==> src/rtl/branch_resolution.sv <==
// Branch resolution FSM: tracks a BEQ/BNE from ID through EX to MEM and drives redirect/flush.
// Optional BRANCH_STATS_EN builds saturating resolved/taken branch counters.
module branch_resolution (
    input  logic        clk,
    input  logic        rst,
    input  logic [5:0]  instruccion,
    input  logic        bubble,
    input  logic        zero,
    input  logic [31:0] pc_target,
    output logic        branch_mem,
    output logic        pc_src,
    output logic [31:0] pc_branch,
    output logic        flush_if,
    output logic        busy,
    output logic [15:0] stat_total,
    output logic [15:0] stat_taken
);

    localparam logic [5:0] OP_BEQ = 6'b000100;
    localparam logic [5:0] OP_BNE = 6'b000101;

    typedef enum logic [1:0] {
        S_IDLE,
        S_EX,
        S_MEM,
        S_FLUSH
    } state_t;

    state_t      r_state;
    logic        r_is_bne;
    logic        r_taken;
    logic        r_branch_mem;
    logic        r_pc_src;
    logic        r_flush_if;
    logic        r_busy;
    logic [31:0] r_pc_branch;

    logic w_accept;
    logic w_taken;

    assign w_accept = ((instruccion == OP_BEQ) || (instruccion == OP_BNE)) && !bubble;
    assign w_taken  = r_is_bne ? ~zero : zero;

    always_ff @(posedge clk) begin
        if (rst) begin
            r_state      <= S_IDLE;
            r_is_bne     <= 1'b0;
            r_taken      <= 1'b0;
            r_branch_mem <= 1'b0;
            r_pc_src     <= 1'b0;
            r_flush_if   <= 1'b0;
            r_busy       <= 1'b0;
            r_pc_branch  <= 32'h0;
        end else begin
            r_branch_mem <= 1'b0;
            r_pc_src     <= 1'b0;
            r_flush_if   <= 1'b0;
            unique case (r_state)
                S_IDLE: begin
                    if (w_accept) begin
                        r_state  <= S_EX;
                        r_is_bne <= (instruccion == OP_BNE);
                        r_busy   <= 1'b1;
                    end
                end
                // MEM-cycle outputs are loaded here so they are registered
                S_EX: begin
                    r_taken      <= w_taken;
                    r_pc_branch  <= pc_target;
                    r_branch_mem <= 1'b1;
                    r_pc_src     <= w_taken;
                    r_flush_if   <= w_taken;
                    r_state      <= S_MEM;
                    r_busy       <= 1'b1;
                end
                S_MEM: begin
                    if (r_taken) begin
                        r_state <= S_FLUSH;
                        r_busy  <= 1'b1;
                    end else if (w_accept) begin
                        r_state  <= S_EX;
                        r_is_bne <= (instruccion == OP_BNE);
                        r_busy   <= 1'b1;
                    end else begin
                        r_state <= S_IDLE;
                        r_busy  <= 1'b0;
                    end
                end
                S_FLUSH: begin
                    r_state <= S_IDLE;
                    r_busy  <= 1'b0;
                end
            endcase
        end
    end

    assign branch_mem = r_branch_mem;
    assign pc_src     = r_pc_src;
    assign flush_if   = r_flush_if;
    assign busy       = r_busy;
    assign pc_branch  = r_pc_branch;

`ifdef BRANCH_STATS_EN
    logic [15:0] r_stat_total;
    logic [15:0] r_stat_taken;

    always_ff @(posedge clk) begin
        if (rst) begin
            r_stat_total <= 16'h0;
            r_stat_taken <= 16'h0;
        end else if (r_state == S_MEM) begin
            if (r_stat_total != 16'hFFFF) begin
                r_stat_total <= r_stat_total + 16'h1;
            end
            if (r_taken && (r_stat_taken != 16'hFFFF)) begin
                r_stat_taken <= r_stat_taken + 16'h1;
            end
        end
    end

    assign stat_total = r_stat_total;
    assign stat_taken = r_stat_taken;
`else
    assign stat_total = 16'h0000;
    assign stat_taken = 16'h0000;
`endif

endmodule

==> config.mk <==
export PLATFORM = sky130hd
export DESIGN_NAME = branch_resolution
export DESIGN_NICKNAME = d
export VERILOG_FILES = /design/src/rtl/branch_resolution.sv
export SDC_FILE = /design/constraint.sdc
export NUM_CORES = 1
export LEC_CHECK = 0
export BUFFER_PORTS_ARGS = -buffer_cell sky130_fd_sc_hd__clkbuf_2
export CAP_MARGIN = 0
export CORE_MARGIN = 5
export CORE_UTILIZATION = 40
export DETAILED_ROUTE_END_ITERATION = 10
export PLACE_DENSITY = 0.8
export SETUP_SLACK_MARGIN = 0.2
export SLEW_MARGIN = 20
export SYNTH_ARGS = -nofsm -noshare
export SYNTH_HDL_FRONTEND = slang
export SYNTH_SLANG_ARGS = --single-unit
==> constraint.sdc <==
create_clock -name clk -period 1.8 [get_ports clk]
set_input_delay 0.36 -clock clk [delete_from_list [all_inputs] [get_ports clk]]
set_output_delay 0.36 -clock clk [all_outputs]
set_load 0.05 [all_outputs]
---- Yosys cells after proc, flatten, opt, wreduce, memory -nomap -nowiden ----
Cells that the tools add are included.
W data, S select, Z words.
word-level totals
  flip-flop bits (word level) ............. 39
  bits of input ports ..................... 42
  logic and storage cells ................. 36
operators by class
  eq/ne operators ......................... 7
  mux-type cells .......................... 13
  bitwise logic cells ..................... 2
  reduce and logical (&&, ||, !) cells .... 7
operator list
  kind                  number
  $eq A6 B3 Y1 const B  2
  $mux W1               8
  $pmux W2 S4           1
  $eq A2 B2 Y1 const B  2
  $mux W2               2
  $ne A2 B2 Y1 const B  2
  $pmux W1 S4           1
  $eq A2 B1 Y1 const B  1
  $logic_not A2 Y1      1
  $not A1 Y1            2
  $pmux W1 S2           1
  $reduce_and A2 Y1     1
  $reduce_bool A2 Y1    1
  $reduce_or A2 Y1      1
  $logic_and A1 B1 Y1   1
  $logic_not A1 Y1      1
  $logic_or A1 B1 Y1    1

---- Longest topological paths before layout ----
Gate-level depths: netlist of the first run.
  word-level depth ........................ 6
  mapped depth ............................ 5
  depth with buffers taken out ............ 3

---- Worst setup path after synthesis of the first run ----
No wires, ideal clock.
  kind .................................... input to register
  from .................................... input instruccion[1]
  to ...................................... register r_is_bne
  library setup time ...................... 72 ps
  arrival ................................. 1470 ps
  required time ........................... 1728 ps
  path slack .............................. 259 ps
  stages .................................. 3
  path through ............................ or4b_4 -> or4b_1 -> mux2i_1
between the ends
  cells in the longest elaborated chain, start to end .. 6
ends and longest elaborated chain
  element                          line        text
  start, declared                  6           input logic [5:0] instruccion,
  $eq A6 B3 Y1 (on tied branches)  41, 62, 82
  $logic_or A1 B1 Y1               41          assign w_accept = ((instruccion == OP_BEQ) || (instruccion == OP_BNE)) && !bubble;
  $logic_and A1 B1 Y1              41
  $mux W1 (*)                      60, 80
  $mux W1                          77          if (r_taken) begin
  $pmux W1 S2 (*)                  58          unique case (r_state)
  end signal, assigned             62          r_is_bne <= (instruccion == OP_BNE);
  end signal, assigned             82          r_is_bne <= (instruccion == OP_BNE);
  end, declared                    30          logic r_is_bne;
Mark *: on every way between the ends. The rest lies on a longest branch, timed or not. The select of a mux whose other input is x is not followed.
A chain may end at the register's enable or synchronous reset.

---- Worst setup path after layout of the first run ----
  from .................................... register r_state[1]
  to ...................................... register r_pc_branch[29] (netlist: pc_branch[29])
between the ends
  cells in the longest elaborated chain, start to end .. 1
ends and longest elaborated chain
  element                 line  text
  start, declared         29    state_t r_state;
  start signal, assigned  46    r_state <= S_IDLE;
  start signal, assigned  61    r_state <= S_EX;
  start signal, assigned  73    r_state <= S_MEM;
  $eq A2 B1 Y1            58
  end signal, assigned    69    r_pc_branch <= pc_target;
  end, declared           36    logic [31:0] r_pc_branch;
Every way passes these cells.

==> run_results.csv, run 1 <==
group,metric,value,unit
global_routing,grt_pass1_wl,4.767,mm
detailed_routing,postRouteAntennaNets,0,
sta,min_period,1395,ps
sta,rsz0062_at_grt,"no",
detailed_routing,first_pass_iters,4,
place,dp_hpwl,2.552,mm
floorplan,rows,22,
critical_path,rr_endpoint,"pc_branch[29]$_SDFFE_PP0P_",
critical_path,crit_fanout,21,
critical_path,slowest_stage,"nor2b_4",
place,gp_congestion,0.7695,
logic_synthesis,yosysWarnings,0,
logic_synthesis,netlist-cell-type-count,22,
pwr,peakVddDrop,400.4,µV
critical_path,critical-path-top-delay-family,"simple AND/OR/NAND/NOR gates",
critical_path,arrival,1610,ps
sta,finalMaxSlewViolations,0,
finish,drive_gt1_share,44.44,%
clock_network,cts_buffer_depth,2,
status,status,"complete, no violations",
critical_path,crit_required,2020,ps
finish,nets,257,
floorplan,start_util,41.12,%
critical_path,crit_path_end_kind,"register",
clock_network,cts_sinks,39,
sta,min_period_over_period,77.48,%
floorplan,ioPinCount,110,
critical_path,startpoint,"r_state[1]$_SDFFE_PP0P_",
critical_path,reg2reg_depth,4,
clock_network,clkLatencyLatePin,280,ps
critical_path,rrSetupSlack,410,ps
logic_synthesis,ys_ff_latch,39,
worst_hold_path,min_path_type,"input pin to register",
logic_synthesis,async_reset_ff_share,0,%
clock_network,cts_setup_buffers,0,
critical_path,path_depth,4,
detailed_routing,drt_wl_total,3.216,mm
critical_path,crit_path_end,"pc_branch[29]$_SDFFE_PP0P_",
clock_network,cts_root_buffer,"clkbuf_8",
finish,num_antenna_cells,0,
pwr,cellLeakagePower,1.000,nW
logic_synthesis,ys_seq_area_share,52.26,%
critical_path,start_kind,"register",
detailed_routing,via_per_inst,4.511,
sta,fmax,717.1,MHz
sta,setup_viol,0,
sta,finalClockSkew,11.40,ps
critical_path,cp_slowest_stage_delay,440,ps
clock_network,cts_max_level,2,
sta,fin_tns_setup,0,ps
global_routing,antenna_found_initial,0,
global_routing,grt_max_degree,22,
detailed_routing,drtIter0Drc,45,
floorplan,coreArea,3633,µm²
finish,area_growth,29.90,%
critical_path,path_buf_inv,1,
detailed_routing,wl_per_cell,12.18,µm
clock_network,cts_tree,"built",
global_routing,track_usage,11.62,%
critical_path,criticalPathCategory,"register to register",
logic_synthesis,synth-main-ff-cell,"dfxtp_1",
logic_synthesis,syn-cell-area,1494,µm²
logic_synthesis,syn-instance-count,133,
clock_network,clkTransAtPathRegs,80,ps
floorplan,die_w,71.12,µm
critical_path,rr_startpoint,"r_state[1]$_SDFFE_PP0P_",
floorplan,design.die.area,5057,µm²
logic_synthesis,syn_area_per_cell,11.23,µm²
detailed_routing,drcViolationCount,0,
sta,timing_hold_violations_final,0,
finish,num-fill-cells,368,
place,io_buffers,77,
clock_network,numCtsBuffers,5,
logic_synthesis,synth-edff-count,0,
floorplan,fp.dieH,71.12,µm
global_routing,grt_overflow_total,0,
detailed_routing,vias,1191,
pwr,cellPowerDensity,889.2,nW/µm²
critical_path,crit_chain,"nand2b_1 -> nor2b_4 -> buf_4 -> a22o_1",
pwr,p_total,1.726,mW
global_routing,grt_pass1_vias,1095,
run,drv_cap,0,
## cell type report
| class | count | area, µm² | share of cell area [%] |
|---|---|---|---|
| clock buffer | 8 | 100.1 | 5.158 |
| sequential | 39 | 780.7 | 40.23 |
| tap | 48 | 60.06 | 3.095 |
| timing repair buffer | 84 | 437.9 | 22.57 |
| multi-input combinational | 85 | 561.8 | 28.95 |
## cells by family (layout without fill, tap and decap cells)
| family | Yosys count | after routing | synth area share, % |
|---|---|---|---|
| buf+inv | 40 | 92 | 18.59 |
| flops | 39 | 39 | 52.26 |
| compound gates | 38 | 38 | 22.03 |
| simple gates | 13 | 13 | 5.611 |
| other cells | 1 | 32 | 0.2510 |
| xor+xnor | 1 | 1 | 0.5864 |
| mux | 1 | 1 | 0.6700 |
## report_power, final
| group | internal, mW | leakage (nW) | total [mW] | switching, mW |
|---|---|---|---|---|
| sequential | 0.867 | 0.314 | 0.869 | 0.00205 |
| combinational | 0.0445 | 0.635 | 0.238 | 0.193 |
| clock | 0.349 | 0.0515 | 0.619 | 0.270 |
| total | 1.26 | 1.00 | 1.73 | 0.465 |
## cell usage after synthesis, types with 2 or more instances
cell type,instances,area [µm²]
a22o_1,32,280.3
buf_2,3,15.01
buf_4,33,247.7
clkbuf_1,4,15.01
dfxtp_1,39,780.8
nand2b_1,2,12.51
nor2_1,2,7.510
nor2b_1,2,12.51
nor3_1,3,15.01
## metrics by stage
| step | hold slack [ps] | setup WS, ps | instance area, µm² | cells | util (%) |
|---|---|---|---|---|---|
| finish | 280.7 | 405.4 | 1941 | 264 | 53.41 |
| detailed placement | 462.3 | 114.2 | 1836 | 256 | 50.52 |
| CTS | 273.3 | 378.6 | 1941 | 264 | 53.41 |
| global placement | 462.1 | 124.9 | 1836 | 256 | 50.52 |
| global route | 271.8 | 253.2 | 1941 | 264 | 53.41 |
| floorplan | 431.7 | 258.7 | 1610 | 164 | - |
## state kept, by name, summed over array words and instances (netlist names)
register	cells
pc_branch	32
r_state	2
branch_mem	1
busy	1
flush_if	1
r_is_bne	1
r_taken	1
## routing by layer
layer / track usage, % / share of wire (%)
met1: 14.12 / 41
met2: 19.05 / 49
met3: 5.114 / 9.9
met4: 2.505 / 0.19
met5: 0 / 0
## cell usage in the layout (no fill, tap or decap)
cell type / count
clkbuf_2: 77
dfxtp_1: 39
a22o_1: 32
conb_1: 32
clkbuf_8: 7
buf_4: 7
nor3_1: 3
nand2b_1: 2
nor2b_4: 1
nor2_2: 1
or4b_4: 1
nand2_1: 1
o31a_2: 1
o21a_1: 1
nor2_1: 1
or4b_1: 1
a21oi_1: 1
nor4b_1: 1
mux2i_1: 1
xnor2_1: 1
a21o_1: 1
nor2b_1: 1
o32a_2: 1
a211oi_1: 1
clkbuf_1: 1
## worst min-delay path by stage
stage,startpoint,to,slack (ps),depth (start not counted)
after floorplan,rst,r_state[1]$_SDFFE_PP0P_,430,1
after global placement,pc_branch[22]$_SDFFE_PP0P_,pc_branch[22]$_SDFFE_PP0P_,460,1
after detailed placement,pc_branch[30]$_SDFFE_PP0P_,pc_branch[30]$_SDFFE_PP0P_,460,1
after CTS,pc_target[11],pc_branch[11]$_SDFFE_PP0P_,270,2
after global routing,pc_target[11],pc_branch[11]$_SDFFE_PP0P_,270,2
final,pc_target[11],pc_branch[11]$_SDFFE_PP0P_,280,2
## timing repair
item	CTS	global route
endpoints found under the hold margin	0	0
gates resized for setup	1	0
hold buffers	0	0
endpoints found under the setup margin	13	0
No activity file was read; power rests on OpenSTA's default activity.
==> inputs of run 2 (changes only) <==
--- a/config.mk
+++ b/config.mk
@@ -8,9 +8,9 @@
 export BUFFER_PORTS_ARGS = -buffer_cell sky130_fd_sc_hd__clkbuf_2
 export CAP_MARGIN = 0
 export CORE_MARGIN = 5
-export CORE_UTILIZATION = 40
+export CORE_UTILIZATION = 36
 export DETAILED_ROUTE_END_ITERATION = 10
-export PLACE_DENSITY = 0.8
+export PLACE_DENSITY = 0.76
 export SETUP_SLACK_MARGIN = 0.2
 export SLEW_MARGIN = 20
 export SYNTH_ARGS = -nofsm -noshare
==> constraint.sdc (replaced) <==
create_clock -name clk -period 1.24 [get_ports clk]
set_input_delay 0.248 -clock clk [delete_from_list [all_inputs] [get_ports clk]]
set_output_delay 0.248 -clock clk [all_outputs]
set_load 0.05 [all_outputs]
==> run 2 against run 1 <==
Compared with the run above: the flow now finishes with violations (negative setup slack); flip-flop and latch count unchanged; cell count up 1.1%; clock power up 36%; die area up 9.5%; critical path depth up 1; routed wire length up 22%; clock skew down 7.3 ps; utilization up 12 points; sequential power up 45%.
==> run_results.csv, run 2 (synthesis gave the netlist of run 1 again) <==
group,metric,value,unit
place,gp_congestion,0.7724,
sta,fin_ws,-4.363,ps
global_routing,grt_pass1_vias,1215,
finish,nets,259,
clock_network,cts_max_level,2,
clock_network,numCtsBuffers,5,
detailed_routing,drcViolationCount,0,
global_routing,grt_pass1_wl,5.651,mm
pwr,cellPowerDensity,942.8,nW/µm²
floorplan,coreArea,4000,µm²
clock_network,cts_tree,"built",
detailed_routing,wl_per_cell,14.66,µm
clock_network,cts_root_buffer,"clkbuf_8",
global_routing,grt_max_degree,18,
pwr,peakVddDrop,690.6,µV
worst_hold_path,min_path_type,"input pin to register",
global_routing,grt_overflow_total,0,
sta,finalClockSkew,4.118,ps
clock_network,cts_buffer_depth,2,
floorplan,design.die.area,5538,µm²
detailed_routing,drt_wl_total,3.913,mm
floorplan,rows,23,
pwr,cellLeakagePower,1.211,nW
floorplan,ioPinCount,110,
sta,min_period,1244,ps
detailed_routing,vias,1212,
status,status,"finished with violations",
detailed_routing,postRouteAntennaNets,0,
place,dp_hpwl,2.448,mm
sta,rsz0062_at_grt,"yes",
finish,regArea,827.0,µm²
critical_path,start_kind,"input pin",
run,drv_cap,0,
place,io_buffers,77,
sta,finalMaxSlewViolations,0,
floorplan,fp.dieH,74.42,µm
detailed_routing,drtIter0Drc,49,
finish,final_common_cell,"clkbuf_2",
sta,fin_tns_setup,-5.957,ps
critical_path,crit_required,1440,ps
finish,final_cell_mix,"clkbuf_2 (41), dfxtp_2 (37), a22o_1 (32), conb_1 (32), clkbuf_16 (23)",
global_routing,track_usage,13.69,%
detailed_routing,first_pass_iters,4,
status,violations,"negative setup slack",
finish,largest_reg_flops,32,
detailed_routing,via_per_inst,4.539,
sta,min_period_over_period,100.4,%
critical_path,crit_fanout,3,
clock_network,cts_sinks,39,
critical_path,crit_path_end_kind,"register",
floorplan,die_w,74.42,µm
sta,fmax,803.6,MHz
place,dpl_cell_area,1857,µm²
clock_network,clkLatencyLatePin,280,ps
critical_path,arrival,1450,ps
sta,timing_hold_violations_final,0,
sta,setup_viol,2,
finish,area_growth,76.47,%
clock_network,clkTransAtPathRegs,70,ps
critical_path,criticalPathCategory,"input pin to register",
global_routing,antenna_found_initial,0,
finish,drive_gt1_share,63.59,%
finish,num_antenna_cells,0,
floorplan,start_util,37.35,%
finish,fin_area,2636,µm²
finish,multiInputGateArea,590.6,µm²
finish,num-fill-cells,308,
[run 2: cell types whose count changed in the layout (fill, tap and decap cells not counted), sizes merged]
cell	previous run	this run
clkinv	0	1
buf	7	22
clkbuf	85	70
[run 2: timing repair]
| action | in CTS | in global routing |
|---|---|---|
| setup endpoints to repair | 72 | 72 |
| resized for setup | 131 | 14 |
| setup buffers | 4 | 1 |
| hold buffers | 0 | 0 |
| cloned | 0 | 0 |
[run 2: critical path: stages]
cell and delay, ps:
clkbuf_2 80, or4b_4 530, buf_4 160, o32a_4 300, a211oi_2 130
[run 2: path summary, 6_finish.rpt]
path | slack (ps) | endpoint | from | depth (start not counted)
max reg2reg | 80 | pc_branch[19]$_SDFFE_PP0P_ | r_state[1]$_SDFFE_PP0P_ | 4
min | 170 | pc_branch[10]$_SDFFE_PP0P_ | pc_target[10] | 2
max | -4 | busy$_SDFFE_PP0P_ | instruccion[1] | 5
min reg2reg | 480 | busy$_SDFFE_PP0P_ | r_state[1]$_SDFFE_PP0P_ | 1
[run 2: cell type report]
cell class | count | share of cell area (%)
tap | 50 | 2.373
clock inverter | 1 | 0.1898
multi-input combinational | 85 | 22.40
sequential | 39 | 31.37
clock buffer | 6 | 3.132
timing repair buffer | 86 | 40.53
[run 2: per-stage QoR]
step	worst slack [ps]	std cells	total power [mW]	hold WS (ps)	utilization [%]
2_1_floorplan	-189.3	164	1.637	312.3	-
3_3_place_gp	-286.2	255	1.640	457.8	46.42
4_1_cts	-5.724	266	2.506	162.7	65.19
5_1_grt	-26.07	267	2.607	148.2	65.91
3_5_place_dp	-334.6	255	1.643	461.7	46.42
6_report	-4.363	267	2.486	172.6	65.91
[run 2: per-layer routing]
metal / wire, µm / up-vias / GRT usage (%)
met3: 324 / 2 / 6.622
met4: 15 / 0 / 1.779
met1: 1393 / 570 / 14.17
met2: 2179 / 59 / 25.56
li1: - / 581 / -
met5: 0 / - / 0
[run 2: report_power, final]
group          total (mW)  internal, mW  switching (mW)
clock               0.840         0.436           0.404
sequential           1.26          1.26         0.00569
combinational       0.382        0.0937           0.288
==> inputs of run 3 (changes only) <==
--- a/config.mk
+++ b/config.mk
@@ -8,9 +8,10 @@
 export BUFFER_PORTS_ARGS = -buffer_cell sky130_fd_sc_hd__clkbuf_2
 export CAP_MARGIN = 0
 export CORE_MARGIN = 5
-export CORE_UTILIZATION = 36
+export CORE_UTILIZATION = 43
 export DETAILED_ROUTE_END_ITERATION = 10
-export PLACE_DENSITY = 0.76
+export PLACE_DENSITY = 0.85
+export REMOVE_ABC_BUFFERS = 1
 export SETUP_SLACK_MARGIN = 0.2
 export SLEW_MARGIN = 20
 export SYNTH_ARGS = -nofsm -noshare
==> constraint.sdc (replaced) <==
create_clock -name clk -period 1.5 [get_ports clk]
set_input_delay 0.3 -clock clk [delete_from_list [all_inputs] [get_ports clk]]
set_output_delay 0.3 -clock clk [all_outputs]
set_load 0.05 [all_outputs]
==> run 3 against run 2 <==
Compared with the run above: the flow now finishes without violations; critical path depth down 1; clock power down 30%; register-to-register slack better by 200 ps; routed wire length decreased by 18%; sequential power decreased by 17%; flip-flop and latch count is the same; setup slack better by 240 ps; power down 23%; largest cell class is now registers; largest power group unchanged.
==> run_results.csv, run 3 (synthesis gave the netlist of run 1 again) <==
group,metric,value,unit
floorplan,start_util,44.42,%
sta,finalClockSkew,10.02,ps
pwr,cellPowerDensity,979.5,nW/µm²
global_routing,antenna_found_initial,0,
floorplan,rows,21,
sta,min_period_over_period,84.08,%
pwr,combPwrFrac,15.1,%
clock_network,cts_sinks,39,
critical_path,slowest_stage,"or4b_4",
worst_hold_path,min_path_type,"input pin to register",
detailed_routing,drtIter0Drc,27,
sta,min_period,1261,ps
floorplan,ioPinCount,110,
floorplan,die_w,68.94,µm
detailed_routing,vias,1157,
floorplan,design.die.area,4753,µm²
place,gp_congestion,0.6752,
finish,nets,254,
sta,fmax,792.9,MHz
clock_network,numCtsBuffers,5,
finish,final_cell_mix,"clkbuf_2 (45), dfxtp_1 (38), a22o_1 (32), conb_1 (32), clkbuf_4 (23)",
pwr,cellLeakagePower,0.9907,nW
finish,regArea,782.0,µm²
critical_path,cp_slowest_stage_delay,550,ps
sta,finalMaxSlewViolations,0,
place,dp_hpwl,2.439,mm
sta,rsz0062_at_grt,"no",
sta,fin_tns_setup,0,ps
critical_path,path_depth,4,
critical_path,crit_required,1770,ps
worst_hold_path,hold_depth,2,
finish,drive_gt1_share,44.60,%
detailed_routing,first_pass_iters,3,
global_routing,grt_max_degree,25,
critical_path,critical-path-top-delay-family,"simple AND/OR/NAND/NOR gates",
place,io_buffers,77,
global_routing,track_usage,13.07,%
finish,area_growth,31.07,%
status,status,"complete, no violations",
finish,num-fill-cells,310,
critical_path,path_buf_inv,1,
finish,fin_util,58.22,%
clock_network,cts_buffer_depth,2,
critical_path,arrival,1540,ps
sta,hold_ws,165.9,ps
pwr,peakVddDrop,493.4,µV
detailed_routing,wl_per_cell,12.34,µm
critical_path,crit_chain,"clkbuf_2 -> or4b_4 -> or4b_1 -> mux2i_1",
pwr,seqPwrFrac,54.3,%
sta,setup_viol,0,
critical_path,reg2reg_depth,4,
pwr,intPower,1.373,mW
global_routing,grt_overflow_total,0,
clock_network,clkTransAtPathRegs,110,ps
finish,largest_reg_flops,32,
clock_network,cts_tree,"built",
clock_network,cts_max_level,2,
sta,timing_hold_violations_final,0,
detailed_routing,postRouteAntennaNets,0,
clock_network,cts_root_buffer,"clkbuf_4",
pwr,switchingPower,0.5450,mW
floorplan,coreArea,3363,µm²
clock_network,cts_setup_buffers,0,
finish,multiInputGateArea,564.3,µm²
critical_path,start_kind,"input pin",
global_routing,grt_pass1_vias,1068,
clock_network,clkLatencyLatePin,330,ps
finish,final_common_cell,"clkbuf_2",
critical_path,crit_path_end_kind,"register",
pwr,switching_share,28.41,%
detailed_routing,via_per_inst,4.467,
pwr,clock_power_share,30.5,%
floorplan,fp.dieH,68.94,µm
critical_path,criticalPathCategory,"input pin to register",
detailed_routing,drt_wl_total,3.197,mm
run,drv_cap,0,
critical_path,crit_fanout,4,
pwr,p_total,1.918,mW
global_routing,grt_pass1_wl,4.498,mm
finish,num_antenna_cells,0,
detailed_routing,drcViolationCount,0,
==> run 3: final cells by class <==
type	instances	share of cell area [%]
clock buffers	8	3.514
well taps	46	2.939
multi-input cells	85	28.82
repair buffers	81	24.79
flip-flops and latches	39	39.94
==> run 3: final timing paths <==
path                                                  from                         end  slack [ps]
worst max-delay path                        instruccion[1]       r_is_bne$_SDFFE_PP0P_         240
worst min register to register  pc_branch[19]$_SDFFE_PP0P_  pc_branch[19]$_SDFFE_PP0P_         490
worst max register to register     r_state[1]$_SDFFE_PP0P_   pc_branch[9]$_SDFFE_PP0P_         280
worst min-delay path                         pc_target[17]  pc_branch[17]$_SDFFE_PP0P_         170
==> run 3: routing by layer <==
layer | vias to the layer above | track usage [%] | part of all wire [%]
met1 | 506 | 13.22 | 38
met3 | 6 | 4.214 | 11
li1 | 570 | - | -
met2 | 75 | 23.45 | 49
met4 | 0 | 7.299 | 1.9
met5 | - | 0 | 0
==> run 3: stage by stage <==
stage | instance area [µm²] | std cells | setup WS [ps]
after global routing | 1958 | 259 | 200.1
final | 1958 | 259 | 238.7
after CTS | 1912 | 259 | 200.2
after floorplan | 1333 | 124 | -526.5
after detailed placement | 1836 | 251 | -140.3
after global placement | 1836 | 251 | -80.85
==> run 3: power groups by stage <==
stage               clock [mW]  sequential (mW)  combinational (mW)
finish                   0.585             1.04               0.290
global route             0.656             1.04               0.305
CTS                      0.609             1.04               0.287
detailed placement           0             1.07               0.286
global placement             0             1.07               0.284
floorplan                    0             1.08               0.193
==> run 3: timing repair <==
item / 4_1_cts / 5_1_grt
resized for setup: 3 / 46
hold buffers: 0 / 0
setup endpoints to repair: 3 / 61
